## src/rtl/control_multiciclo_pkg.sv

```systemverilog
// Shared constants and types for the multi-cycle MIPS32 control path.
// Also imported by ALUcontrol, which uses the same opcode constants.
package control_multiciclo_pkg;

    localparam logic [5:0] OP_RTYPE = 6'b000000;
    localparam logic [5:0] OP_LW    = 6'b100011;
    localparam logic [5:0] OP_SW    = 6'b101011;
    localparam logic [5:0] OP_BEQ   = 6'b000100;
    localparam logic [5:0] OP_J     = 6'b000010;
    localparam logic [5:0] OP_ADDI  = 6'b001000;
    localparam logic [5:0] OP_ANDI  = 6'b001100;
    localparam logic [5:0] OP_ORI   = 6'b001101;
    localparam logic [5:0] OP_XORI  = 6'b001110;
    localparam logic [5:0] OP_SLTI  = 6'b001010;

    localparam logic [1:0] ALUOP_ADD = 2'b00;
    localparam logic [1:0] ALUOP_SUB = 2'b01;
    localparam logic [1:0] ALUOP_R   = 2'b10;
    localparam logic [1:0] ALUOP_I   = 2'b11;

    localparam logic [1:0] PCSRC_ALU    = 2'b00;
    localparam logic [1:0] PCSRC_ALUOUT = 2'b01;
    localparam logic [1:0] PCSRC_JUMP   = 2'b10;

    localparam logic [1:0] SRCB_B       = 2'b00;
    localparam logic [1:0] SRCB_FOUR    = 2'b01;
    localparam logic [1:0] SRCB_IMM     = 2'b10;
    localparam logic [1:0] SRCB_IMM_SH2 = 2'b11;

    typedef enum logic [3:0] {
        ST_FETCH    = 4'd0,
        ST_DECODE   = 4'd1,
        ST_MEMADR   = 4'd2,
        ST_MEMREAD  = 4'd3,
        ST_MEMWB    = 4'd4,
        ST_MEMWRITE = 4'd5,
        ST_EXEC_R   = 4'd6,
        ST_R_WB     = 4'd7,
        ST_BRANCH   = 4'd8,
        ST_JUMP     = 4'd9,
        ST_EXEC_I   = 4'd10,
        ST_I_WB     = 4'd11
    } state_e;

    typedef struct packed {
        logic       pc_write;
        logic       pc_write_cond;
        logic [1:0] pc_src;
        logic       i_or_d;
        logic       mem_read;
        logic       mem_write;
        logic       ir_write;
        logic       mem_to_reg;
        logic       reg_dst;
        logic       reg_write;
        logic       alu_src_a;
        logic [1:0] alu_src_b;
        logic [1:0] alu_op;
        logic [5:0] alu_fnc;
        logic       instr_ilegal;
    } ctrl_t;

    localparam ctrl_t CTRL_IDLE = '0;

    // DECODE dispatch; unsupported opcodes fall back to FETCH, which doubles
    // as the illegal-instruction indication.
    function automatic state_e decode_dispatch(input logic [5:0] op);
        state_e nxt;
        case (op)
            OP_LW, OP_SW:                                nxt = ST_MEMADR;
            OP_RTYPE:                                    nxt = ST_EXEC_R;
            OP_BEQ:                                      nxt = ST_BRANCH;
            OP_J:                                        nxt = ST_JUMP;
            OP_ADDI, OP_ANDI, OP_ORI, OP_XORI, OP_SLTI:  nxt = ST_EXEC_I;
            default:                                     nxt = ST_FETCH;
        endcase
        return nxt;
    endfunction

endpackage

```

## src/rtl/control_multiciclo.sv

```systemverilog
// Multi-cycle MIPS32 main control FSM: Moore decode of the registered state,
// with only the FETCH/memory strobes and waits qualified by mem_listo.
module control_multiciclo
    import control_multiciclo_pkg::*;
#(
    parameter bit MEM_WAIT_EN = 1'b1
) (
    input  logic       clk,
    input  logic       reset,
    input  logic [5:0] opcode,
    input  logic [5:0] funct,
    input  logic       mem_listo,
    output logic       pc_write,
    output logic       pc_write_cond,
    output logic [1:0] pc_src,
    output logic       i_or_d,
    output logic       mem_read,
    output logic       mem_write,
    output logic       ir_write,
    output logic       mem_to_reg,
    output logic       reg_dst,
    output logic       reg_write,
    output logic       alu_src_a,
    output logic [1:0] alu_src_b,
    output logic [1:0] alu_op,
    output logic [5:0] alu_fnc,
    output logic       instr_ilegal,
    output logic [3:0] estado
);

    state_e state_q;
    state_e state_d;
    logic   mem_ok_s;
    ctrl_t  ctrl_s;
    ctrl_t  ctrl_out_s;

    assign mem_ok_s = MEM_WAIT_EN ? mem_listo : 1'b1;

    // State register with synchronous reset to FETCH
    always_ff @(posedge clk) begin
        if (reset) begin
            state_q <= ST_FETCH;
        end else begin
            state_q <= state_d;
        end
    end

    // Next-state logic
    always_comb begin
        state_d = state_q;
        case (state_q)
            ST_FETCH: begin
                if (mem_ok_s) begin
                    state_d = ST_DECODE;
                end else begin
                    state_d = ST_FETCH;
                end
            end
            ST_DECODE: state_d = decode_dispatch(opcode);
            ST_MEMADR: begin
                if (opcode == OP_SW) begin
                    state_d = ST_MEMWRITE;
                end else if (opcode == OP_LW) begin
                    state_d = ST_MEMREAD;
                end else begin
                    state_d = ST_FETCH;
                end
            end
            ST_MEMREAD: begin
                if (mem_ok_s) begin
                    state_d = ST_MEMWB;
                end else begin
                    state_d = ST_MEMREAD;
                end
            end
            ST_MEMWRITE: begin
                if (mem_ok_s) begin
                    state_d = ST_FETCH;
                end else begin
                    state_d = ST_MEMWRITE;
                end
            end
            ST_EXEC_R: state_d = ST_R_WB;
            ST_EXEC_I: state_d = ST_I_WB;
            ST_MEMWB,
            ST_R_WB,
            ST_I_WB,
            ST_BRANCH,
            ST_JUMP:   state_d = ST_FETCH;
            default:   state_d = ST_FETCH;
        endcase
    end

    // Per-state control decode; unlisted fields stay inactive
    always_comb begin
        ctrl_s = CTRL_IDLE;
        case (state_q)
            ST_FETCH: begin
                ctrl_s.mem_read  = 1'b1;
                ctrl_s.i_or_d    = 1'b0;
                ctrl_s.alu_src_a = 1'b0;
                ctrl_s.alu_src_b = SRCB_FOUR;
                ctrl_s.alu_op    = ALUOP_ADD;
                ctrl_s.pc_src    = PCSRC_ALU;
                ctrl_s.ir_write  = mem_ok_s;
                ctrl_s.pc_write  = mem_ok_s;
            end
            ST_DECODE: begin
                ctrl_s.alu_src_a    = 1'b0;
                ctrl_s.alu_src_b    = SRCB_IMM_SH2;
                ctrl_s.alu_op       = ALUOP_ADD;
                ctrl_s.instr_ilegal = (decode_dispatch(opcode) == ST_FETCH);
            end
            ST_MEMADR: begin
                ctrl_s.alu_src_a = 1'b1;
                ctrl_s.alu_src_b = SRCB_IMM;
                ctrl_s.alu_op    = ALUOP_ADD;
            end
            ST_MEMREAD: begin
                ctrl_s.mem_read = 1'b1;
                ctrl_s.i_or_d   = 1'b1;
            end
            ST_MEMWB: begin
                ctrl_s.reg_write  = 1'b1;
                ctrl_s.mem_to_reg = 1'b1;
                ctrl_s.reg_dst    = 1'b0;
            end
            ST_MEMWRITE: begin
                ctrl_s.i_or_d    = 1'b1;
                ctrl_s.mem_write = 1'b1;
            end
            ST_EXEC_R: begin
                ctrl_s.alu_src_a = 1'b1;
                ctrl_s.alu_src_b = SRCB_B;
                ctrl_s.alu_op    = ALUOP_R;
                ctrl_s.alu_fnc   = funct;
            end
            ST_R_WB: begin
                ctrl_s.reg_write  = 1'b1;
                ctrl_s.reg_dst    = 1'b1;
                ctrl_s.mem_to_reg = 1'b0;
            end
            ST_BRANCH: begin
                ctrl_s.alu_src_a     = 1'b1;
                ctrl_s.alu_src_b     = SRCB_B;
                ctrl_s.alu_op        = ALUOP_SUB;
                ctrl_s.pc_write_cond = 1'b1;
                ctrl_s.pc_src        = PCSRC_ALUOUT;
            end
            ST_JUMP: begin
                ctrl_s.pc_write = 1'b1;
                ctrl_s.pc_src   = PCSRC_JUMP;
            end
            ST_EXEC_I: begin
                ctrl_s.alu_src_a = 1'b1;
                ctrl_s.alu_src_b = SRCB_IMM;
                ctrl_s.alu_op    = ALUOP_I;
                ctrl_s.alu_fnc   = opcode;
            end
            ST_I_WB: begin
                ctrl_s.reg_write  = 1'b1;
                ctrl_s.reg_dst    = 1'b0;
                ctrl_s.mem_to_reg = 1'b0;
            end
            default: ctrl_s = CTRL_IDLE;
        endcase
    end

    // Reset masks every control output so no write strobe fires in the reset cycle
    always_comb begin
        if (reset) begin
            ctrl_out_s = CTRL_IDLE;
        end else begin
            ctrl_out_s = ctrl_s;
        end
    end

    assign pc_write      = ctrl_out_s.pc_write;
    assign pc_write_cond = ctrl_out_s.pc_write_cond;
    assign pc_src        = ctrl_out_s.pc_src;
    assign i_or_d        = ctrl_out_s.i_or_d;
    assign mem_read      = ctrl_out_s.mem_read;
    assign mem_write     = ctrl_out_s.mem_write;
    assign ir_write      = ctrl_out_s.ir_write;
    assign mem_to_reg    = ctrl_out_s.mem_to_reg;
    assign reg_dst       = ctrl_out_s.reg_dst;
    assign reg_write     = ctrl_out_s.reg_write;
    assign alu_src_a     = ctrl_out_s.alu_src_a;
    assign alu_src_b     = ctrl_out_s.alu_src_b;
    assign alu_op        = ctrl_out_s.alu_op;
    assign alu_fnc       = ctrl_out_s.alu_fnc;
    assign instr_ilegal  = ctrl_out_s.instr_ilegal;
    assign estado        = state_q;

endmodule
```

## config.mk

```make
export PLATFORM = sky130hd
export DESIGN_NAME = control_multiciclo
export DESIGN_NICKNAME = d
export VERILOG_FILES = /design/src/rtl/control_multiciclo_pkg.sv /design/src/rtl/control_multiciclo.sv
export SDC_FILE = /design/constraint.sdc
export NUM_CORES = 1
export LEC_CHECK = 0
export CORE_MARGIN = 4
export CORE_UTILIZATION = 39
export CTS_BUF_LIST = sky130_fd_sc_hd__clkbuf_4 sky130_fd_sc_hd__clkbuf_8 sky130_fd_sc_hd__clkbuf_16
export DETAILED_ROUTE_END_ITERATION = 12
export GPL_ROUTABILITY_DRIVEN = 0
export PLACE_DENSITY = 0.85
export SLEW_MARGIN = 5
export SYNTH_ARGS = -nofsm -noshare
export SYNTH_HDL_FRONTEND = slang
export SYNTH_SLANG_ARGS = --single-unit
```

## constraint.sdc

```tcl
create_clock -name clk -period 5.8 [get_ports clk]
set_input_delay 1.74 -clock clk [delete_from_list [all_inputs] [get_ports clk]]
set_output_delay 1.74 -clock clk [all_outputs]
set_load 0.01 [all_outputs]
```

* After elaboration in Yosys (flattened, before gate mapping)
Cells that the tools add are included.
Word-level totals: bits in registers 4, input port bits 15, output and inout bits 27, word-level logic and storage cells 48
Operators by class: equality and inequality tests 20, muxes and demuxes 20, reduce and logical (&&, ||, !) cells 7
Operators with widths (number):
- == test 6 x 4 -> 1 bit (second input constant) | 5
- case mux 5 bit (6 select lines) | 1
- case mux 4 bit (7 select lines) | 1
- two-way mux 23 bit | 1
- case mux 4 bit (5 select lines) | 1
- == test 4 x 3 -> 1 bit (second input constant) | 4
- == test 4 bit (second input constant) | 4
- == test 6 bit (second input constant) | 2
- case mux 6 bit (2 select lines) | 1
- two-way mux 3 bit | 3
- case mux 3 bit (3 select lines) | 1
- == test 4 x 2 -> 1 bit (second input constant) | 2
- logical NOT 4 bit | 2
- two-way mux 1 bit | 7
- == test 6 x 2 -> 1 bit (second input constant) | 1
- == test 6 x 3 -> 1 bit (second input constant) | 1
- logical NOT 6 bit | 1
- OR reduction 2 bit | 3
- OR reduction 5 bit | 1
- == test 4 x 1 -> 1 bit (second input constant) | 1
- two-way mux 4 bit | 1
- case mux 2 bit (2 select lines) | 1
- two-way mux 2 bit | 1
- case mux 1 bit (2 select lines) | 1

* Longest topological paths before layout
Gate-level depths: netlist (run 1).
word-level depth 7, gate-level depth with buffers 6, depth with buffers taken out 4

* Worst setup path after synthesis (run 1)
No wires, ideal clock.
path type input-to-output, start input port reset, end output port pc_src[0], arrival time 2.643 ns, required time 4.060 ns, slack 1.417 ns, stages on the path 5, path buffers 2, path through clkbuf_1 -> nor2_1 -> nand2_1 -> nor3_1 -> buf_4
Between the ends: longest elaborated chain between the ends 1
Ends and longest elaborated chain:
- start, declared | line control_multiciclo.sv:9 | input logic reset,
- two-way mux 23 bit | line control_multiciclo.sv:171 | if (reset) begin
- end, declared | line control_multiciclo.sv:15 | output logic [1:0] pc_src,
No other way between the ends.

* Worst setup path in the final report (run 1)
start input port opcode[1], end output port instr_ilegal
Between the ends: longest elaborated chain between the ends 7, elaborated cells between the ends (all ways) 17, classes of those cells eq/ne: 9; mux: 4; reduce/logical: 4
Ends and longest elaborated chain:
- start, declared | line control_multiciclo.sv:10 | input logic [5:0] opcode,
- == test 6 x 4 -> 1 bit or == test 6 bit (tied branches) | line control_multiciclo_pkg.sv:69 | case (op)
- OR reduction 5 bit or OR reduction 2 bit (tied branches) | line control_multiciclo_pkg.sv:69
- case mux 4 bit (5 select lines) (*) | line control_multiciclo_pkg.sv:69
- two-way mux 4 bit (*) | line control_multiciclo.sv:97 | case (state_q)
- logical NOT 4 bit (*) | line control_multiciclo.sv:112 | ctrl_s.instr_ilegal = (decode_dispatch(opcode) == ST_FETCH);
- two-way mux 1 bit (*) | line control_multiciclo.sv:97
- two-way mux 23 bit (*) | line control_multiciclo.sv:171
- end, declared | line control_multiciclo.sv:27 | output logic instr_ilegal,
Every way passes the cells marked *; elsewhere a longest branch is shown, timed or not. The select of a mux whose other input is x is not followed.

==> impl_metrics.py, run 1 <==
metrics = {
    "run_status": {
        "status": "finished clean",
    },
    "route": {
        "avgViaCountPerCell": 6.12,
        "dr.pass1.iters": 4,
        "drc": 0,
        "drt-total-wl_mm": 2.33,
        "wl_per_cell_um": 14.9,
        "vias": 955,
        "drtIter0Drc": 18,
        "ant_nets": 0,
    },
    "logic_synthesis": {
        "yosys.area.top_type": "dfxtp_1",
        "ys_top_cells_by_area": "dfxtp_1 (12%), nor2_1 (9.9%), nand2b_1 (7.4%), a22oi_1 (6.6%), a21oi_1 (5.9%)",
        "synth.avg_cell_area_um2": 6.53,
        "synth_fp_nets": 119,
        "yosys_warnings": 0,
        "syn_inst": 104,
        "synth-seq-area-share_pct": 11.8,
        "synth.distinct_cells": 35,
        "ys_seq_elements": 4,
        "synth_top_area_share_pct": 11.8,
        "async_flop_share_pct": 0,
        "synth_edf_count": 0,
        "synthesis.area_um2": 679,
        "ys.flop_type": "dfxtp_1",
    },
    "floorplanning": {
        "dieArea_um2": 2470,
        "start_util_pct": 43.1,
        "placementRows": 14,
        "num_io_pins": 42,
        "dieHeight_um": 49.7,
        "core_area_um2": 1580,
        "die_w_um": 49.7,
    },
    "cells_and_area": {
        "final_common_cell": "clkdlybuf4s50_1",
        "layout_common_cells": "clkdlybuf4s50_1 (41), nor2_1 (18), nand2b_1 (8), a21oi_1 (8), a22oi_1 (6)",
        "fin_nets": 157,
        "n_antenna_cell": 0,
        "area_delta_synth_final_pct": 61.0,
        "largest_reg_flops": 4,
        "drive_gt1_share_pct": 6.43,
    },
    "clock_network": {
        "cts_buffers": 3,
        "cts_hold_buf": 0,
        "clkLatencyLatePin_ns": 0.25,
        "path_clk_slew_ns": 0.04,
        "cts-root-buf": "clkbuf_4",
        "cts.sink_count": 4,
        "ctsResizeCount": 0,
        "h-tree-depth": 1,
        "clk_path_buf_depth": 2,
        "cts_tree": "done",
        "post_cts_buffers": 0,
    },
    "worst_setup_path": {
        "reg2reg_slack_ns": 4.00,
        "worstPathRequired_ns": 4.06,
        "critPathLaunch": "opcode[1]",
        "critPathLaunchType": "input pin",
        "crit_type": "input pin to output pin",
        "r2r-start": "estado[0]",
        "crit_fanout": 7,
        "cp-end-kind": "output pin",
        "cp.arrival_ns": 3.63,
    },
    "place": {
        "port-buffer-count": 41,
        "post-dp-hpwl_mm": 1.76,
    },
    "timing": {
        "finalSetupViolations": 0,
        "maxSlewViolCount": 0,
        "finalSetupTns_ns": 0,
        "timing.final.crit_period_ns": 5.37,
        "post-route-period-util_pct": 92.6,
        "rsz0062_at_grt": "false",
        "max_freq_mhz": 186,
        "finClkSkew_ns": 0.0102,
        "hold_viol": 0,
        "tightest_slew_ns": 0.573,
        "hold_ws_ns": 0.783,
        "slew_headroom_pct": 61.7,
    },
    "global_routing": {
        "grt_pass1_vias": 964,
        "overflow": 0,
        "grt_max_degree": 22,
        "grt_use_total_pct": 19.9,
        "antenna_found_initial": 0,
        "grt_pass1_wl_mm": 3.95,
    },
    "min_path": {
        "holdCritStartpoint": "estado[1]",
        "hold_path_class": "register to register",
    },
    "pwr": {
        "ir_worst_vdd_mv": 0.0864,
        "leakage_uw": 0.000369,
        "power_density_nw_per_um2": 95.9,
    },
    "job": {
        "maxCapViolCount": 0,
    },
}
[cell families (layout without fill, tap and decap cells)]
group	after synthesis	count (layout)	synth area share, %
simple gates	56	56	49.2
compound gates	30	30	28.7
buf+inv	13	49	9.02
flops	4	4	11.8
xor+xnor	1	1	1.29
[synthesized netlist by cell type, drive strengths merged (2+ instances only)]
master	instances
nor2	18
a21oi	8
nand2b	8
a22oi	6
clkbuf	6
nor4	5
o21ai	5
a31oi	4
dfxtp	4
inv	4
nand2	4
nor3	4
buf	3
and4b	2
nand3b	2
nand4b	2
nor4b	2
or2	2
or4	2
[critical path, stage by stage]
cell,delay [ns]
clkdlybuf4s50_1,0.52
or4_1,0.58
a31oi_1,0.22
nor4_1,0.08
clkdlybuf4s50_1,0.48
[where the power goes]
part	internal [µW]	switching, µW	leakage, µW	total (µW)
combinational	21.3	16.3	0.000322	37.6
clock	23.2	12.8	0.0000138	36.0
sequential	28.3	2.99	0.0000325	31.3
[path summary, 6_finish.rpt]
path | to | cells after the start
worst max register to register | estado[1] | 3
worst max-delay path | instr_ilegal | 5
worst min-delay path | estado[1] | 2
worst min register to register | estado[1] | 2
[area by class of cell]
type                       instances  area, µm²
multi-input combinational         87        538
fill                             132        483
timing repair buffer              42        418
sequential                         4       80.1
clock buffer                       3       22.5
tap                               16       20.0
inverter                           4       15.0
[per-stage QoR]
step | instance area, µm² | utilization, % | total power, µW | cells | setup slack (ns)
6_report | 1090 | 69.4 | 105 | 156 | 0.432
5_1_grt | 1090 | 69.4 | 110 | 156 | 0.291
4_1_cts | 1090 | 69.4 | 105 | 156 | 0.457
3_5_place_dp | 1070 | 67.9 | 68.8 | 153 | 0.465
3_3_place_gp | 1070 | 67.9 | 67.6 | 153 | 0.542
2_1_floorplan | 679 | - | 46.9 | 104 | 1.42
[metal layers]
layer	track usage (%)	up-vias	routed length, µm
met4	12.4	0	65
met3	2.71	9	164
met5	0	-	0
li1	-	463	-
met1	20.7	430	940
met2	36.8	53	1160
No activity file was read; power rests on OpenSTA's default activity.
==> inputs of run 2 (changes only) <==
--- a/config.mk
+++ b/config.mk
@@ -5,9 +5,10 @@
 export SDC_FILE = /design/constraint.sdc
 export NUM_CORES = 1
 export LEC_CHECK = 0
-export CORE_MARGIN = 4
+export CORE_MARGIN = 2
 export CORE_UTILIZATION = 39
 export CTS_BUF_LIST = sky130_fd_sc_hd__clkbuf_4 sky130_fd_sc_hd__clkbuf_8 sky130_fd_sc_hd__clkbuf_16
+export CTS_CLUSTER_SIZE = 10
 export DETAILED_ROUTE_END_ITERATION = 12
 export GPL_ROUTABILITY_DRIVEN = 0
 export PLACE_DENSITY = 0.85
==> impl_metrics.py, run 2 (synthesized netlist as in run 1, its figures left out) <==
metrics = {
    "place": {
        "port-buffer-count": 41,
        "placement.cell_area_um2": 1070,
        "pre_cts_ws_ns": 0.515,
        "post-dp-hpwl_mm": 1.59,
    },
    "worst_setup_path": {
        "crit_type": "input pin to output pin",
        "crit_fanout": 7,
        "worstPathRequired_ns": 4.06,
        "critPathLaunchType": "input pin",
        "crit_top_cell": "clkdlybuf4s50_1",
        "crit_chain": "clkdlybuf4s50_1 > nand2b_1 > a211o_1 > a31oi_1 > nor4_1 > clkdlybuf4s50_1",
        "crit_family": "buffers and inverters",
        "cp-end-kind": "output pin",
        "worst-path-buf-inv": 2,
        "cp.arrival_ns": 3.58,
        "max_stage_delay_ns": 0.59,
        "slowest_stage": "clkdlybuf4s50_1",
    },
    "cells_and_area": {
        "area_delta_synth_final_pct": 61.1,
        "largest_reg_flops": 4,
        "final_common_cell": "clkdlybuf4s50_1",
        "drive_gt1_share_pct": 6.43,
        "n_antenna_cell": 0,
        "fin_area_um2": 1090,
        "layout_common_cells": "clkdlybuf4s50_1 (41), nor2_1 (18), nand2b_1 (8), a21oi_1 (8), a22oi_1 (6)",
        "fin_nets": 157,
    },
    "pwr": {
        "ir_worst_vdd_mv": 0.0923,
        "leakage_uw": 0.000369,
        "power_density_nw_per_um2": 94.8,
    },
    "timing": {
        "finalWorstSetupSlack_ns": 0.480,
        "finClkSkew_ns": 0.00660,
        "finalSetupViolations": 0,
        "slew_headroom_pct": 60.9,
        "tightest_slew_ns": 0.584,
        "rsz0062_at_grt": "false",
        "max_freq_mhz": 188,
        "post-route-period-util_pct": 91.7,
        "hold_viol": 0,
        "timing.final.crit_period_ns": 5.32,
        "maxSlewViolCount": 0,
        "finalSetupTns_ns": 0,
    },
    "route": {
        "drt-total-wl_mm": 2.14,
        "vias": 927,
        "avgViaCountPerCell": 5.90,
        "drc": 0,
        "ant_nets": 0,
        "wl_per_cell_um": 13.6,
        "dr.pass1.iters": 4,
        "drtIter0Drc": 15,
    },
    "global_routing": {
        "overflow": 0,
        "grt_pass1_vias": 801,
        "antenna_found_initial": 0,
        "grt_pass1_wl_mm": 3.31,
        "grt_use_total_pct": 21.8,
        "grt_max_degree": 22,
    },
    "job": {
        "maxCapViolCount": 0,
    },
    "clock_network": {
        "cts_buffers": 3,
        "path_clk_slew_ns": 0.04,
        "ctsResizeCount": 0,
        "clk_path_buf_depth": 2,
        "cts-root-buf": "clkbuf_4",
        "post_cts_buffers": 0,
        "clkLatencyLatePin_ns": 0.24,
        "cts.sink_count": 4,
        "cts_tree": "done",
        "h-tree-depth": 1,
        "cts_hold_buf": 0,
    },
    "min_path": {
        "hold_path_class": "register to register",
    },
    "floorplanning": {
        "die_w_um": 45.7,
        "dieArea_um2": 2090,
        "placementRows": 15,
        "dieHeight_um": 45.7,
        "core_area_um2": 1690,
        "num_io_pins": 42,
        "start_util_pct": 40.2,
    },
    "run_status": {
        "status": "finished clean",
    },
}
==> run 2: cell counts in the layout (fill, tap and decap cells not counted) <==
Identical to the previous run, type by type.
==> run 2: area by class of cell <==
type	instances	area, µm²
Tap cell	17	21.3
Fill cell	163	594
Clock buffer	3	22.5
Sequential cell	4	80.1
Timing Repair Buffer	42	418
Inverter	4	15.0
Multi-Input combinational cell	87	538
==> run 2: worst register-to-register path, cell delays in order (launching register included) <==
cell	delay [ns]
dfxtp_1	0.68
or4b_4	0.57
a311o_1	0.35
a31oi_1	0.15
==> run 2: metrics by stage <==
step / std cells / power [µW] / hold WS, ns / utilization, %
global route: 157 / 111 / 0.827 / 64.8
global placement: 154 / 67.6 / 0.756 / 63.5
CTS: 157 / 105 / 0.764 / 64.8
floorplan: 104 / 46.9 / 0.714 / -
finish: 157 / 104 / 0.767 / 64.8
detailed placement: 154 / 68.5 / 0.768 / 63.5
==> run 2: where the power goes <==
| group | total [µW] | internal [µW] | switching, µW |
|---|---|---|---|
| registers | 31.3 | 28.3 | 2.98 |
| logic | 37.0 | 21.3 | 15.8 |
| clock network | 35.4 | 23.2 | 12.2 |
| total | 104 | 72.8 | 31.0 |
==> run 2: final timing paths <==
kind,startpoint,endpoint,slack [ns],depth (start not counted)
max,opcode[1],instr_ilegal,0.48,6
max reg2reg,estado[0],estado[1],3.97,3
min,estado[1],estado[1],0.77,2
min reg2reg,estado[1],estado[1],0.77,2
==> run 2: per-layer routing <==
| layer | vias to the layer above | part of all wire [%] | wire, µm | GRT usage (%) |
|---|---|---|---|---|
| li1 | 465 | - | - | - |
| met1 | 417 | 42 | 905 | 25.2 |
| met2 | 39 | 49 | 1050 | 36.6 |
| met3 | 6 | 6.1 | 131 | 5.95 |
| met4 | 0 | 2.4 | 51 | 10.9 |
| met5 | - | 0 | 0 | 0 |
==> inputs of run 3 (changes only) <==
--- a/config.mk
+++ b/config.mk
@@ -12,6 +12,7 @@
 export DETAILED_ROUTE_END_ITERATION = 12
 export GPL_ROUTABILITY_DRIVEN = 0
 export PLACE_DENSITY = 0.85
+export SKIP_CTS_REPAIR_TIMING = 1
 export SLEW_MARGIN = 5
 export SYNTH_ARGS = -nofsm -noshare
 export SYNTH_HDL_FRONTEND = slang
==> results of run 3 <==
Final layout, timing and power as in run 2 (identical DEF).
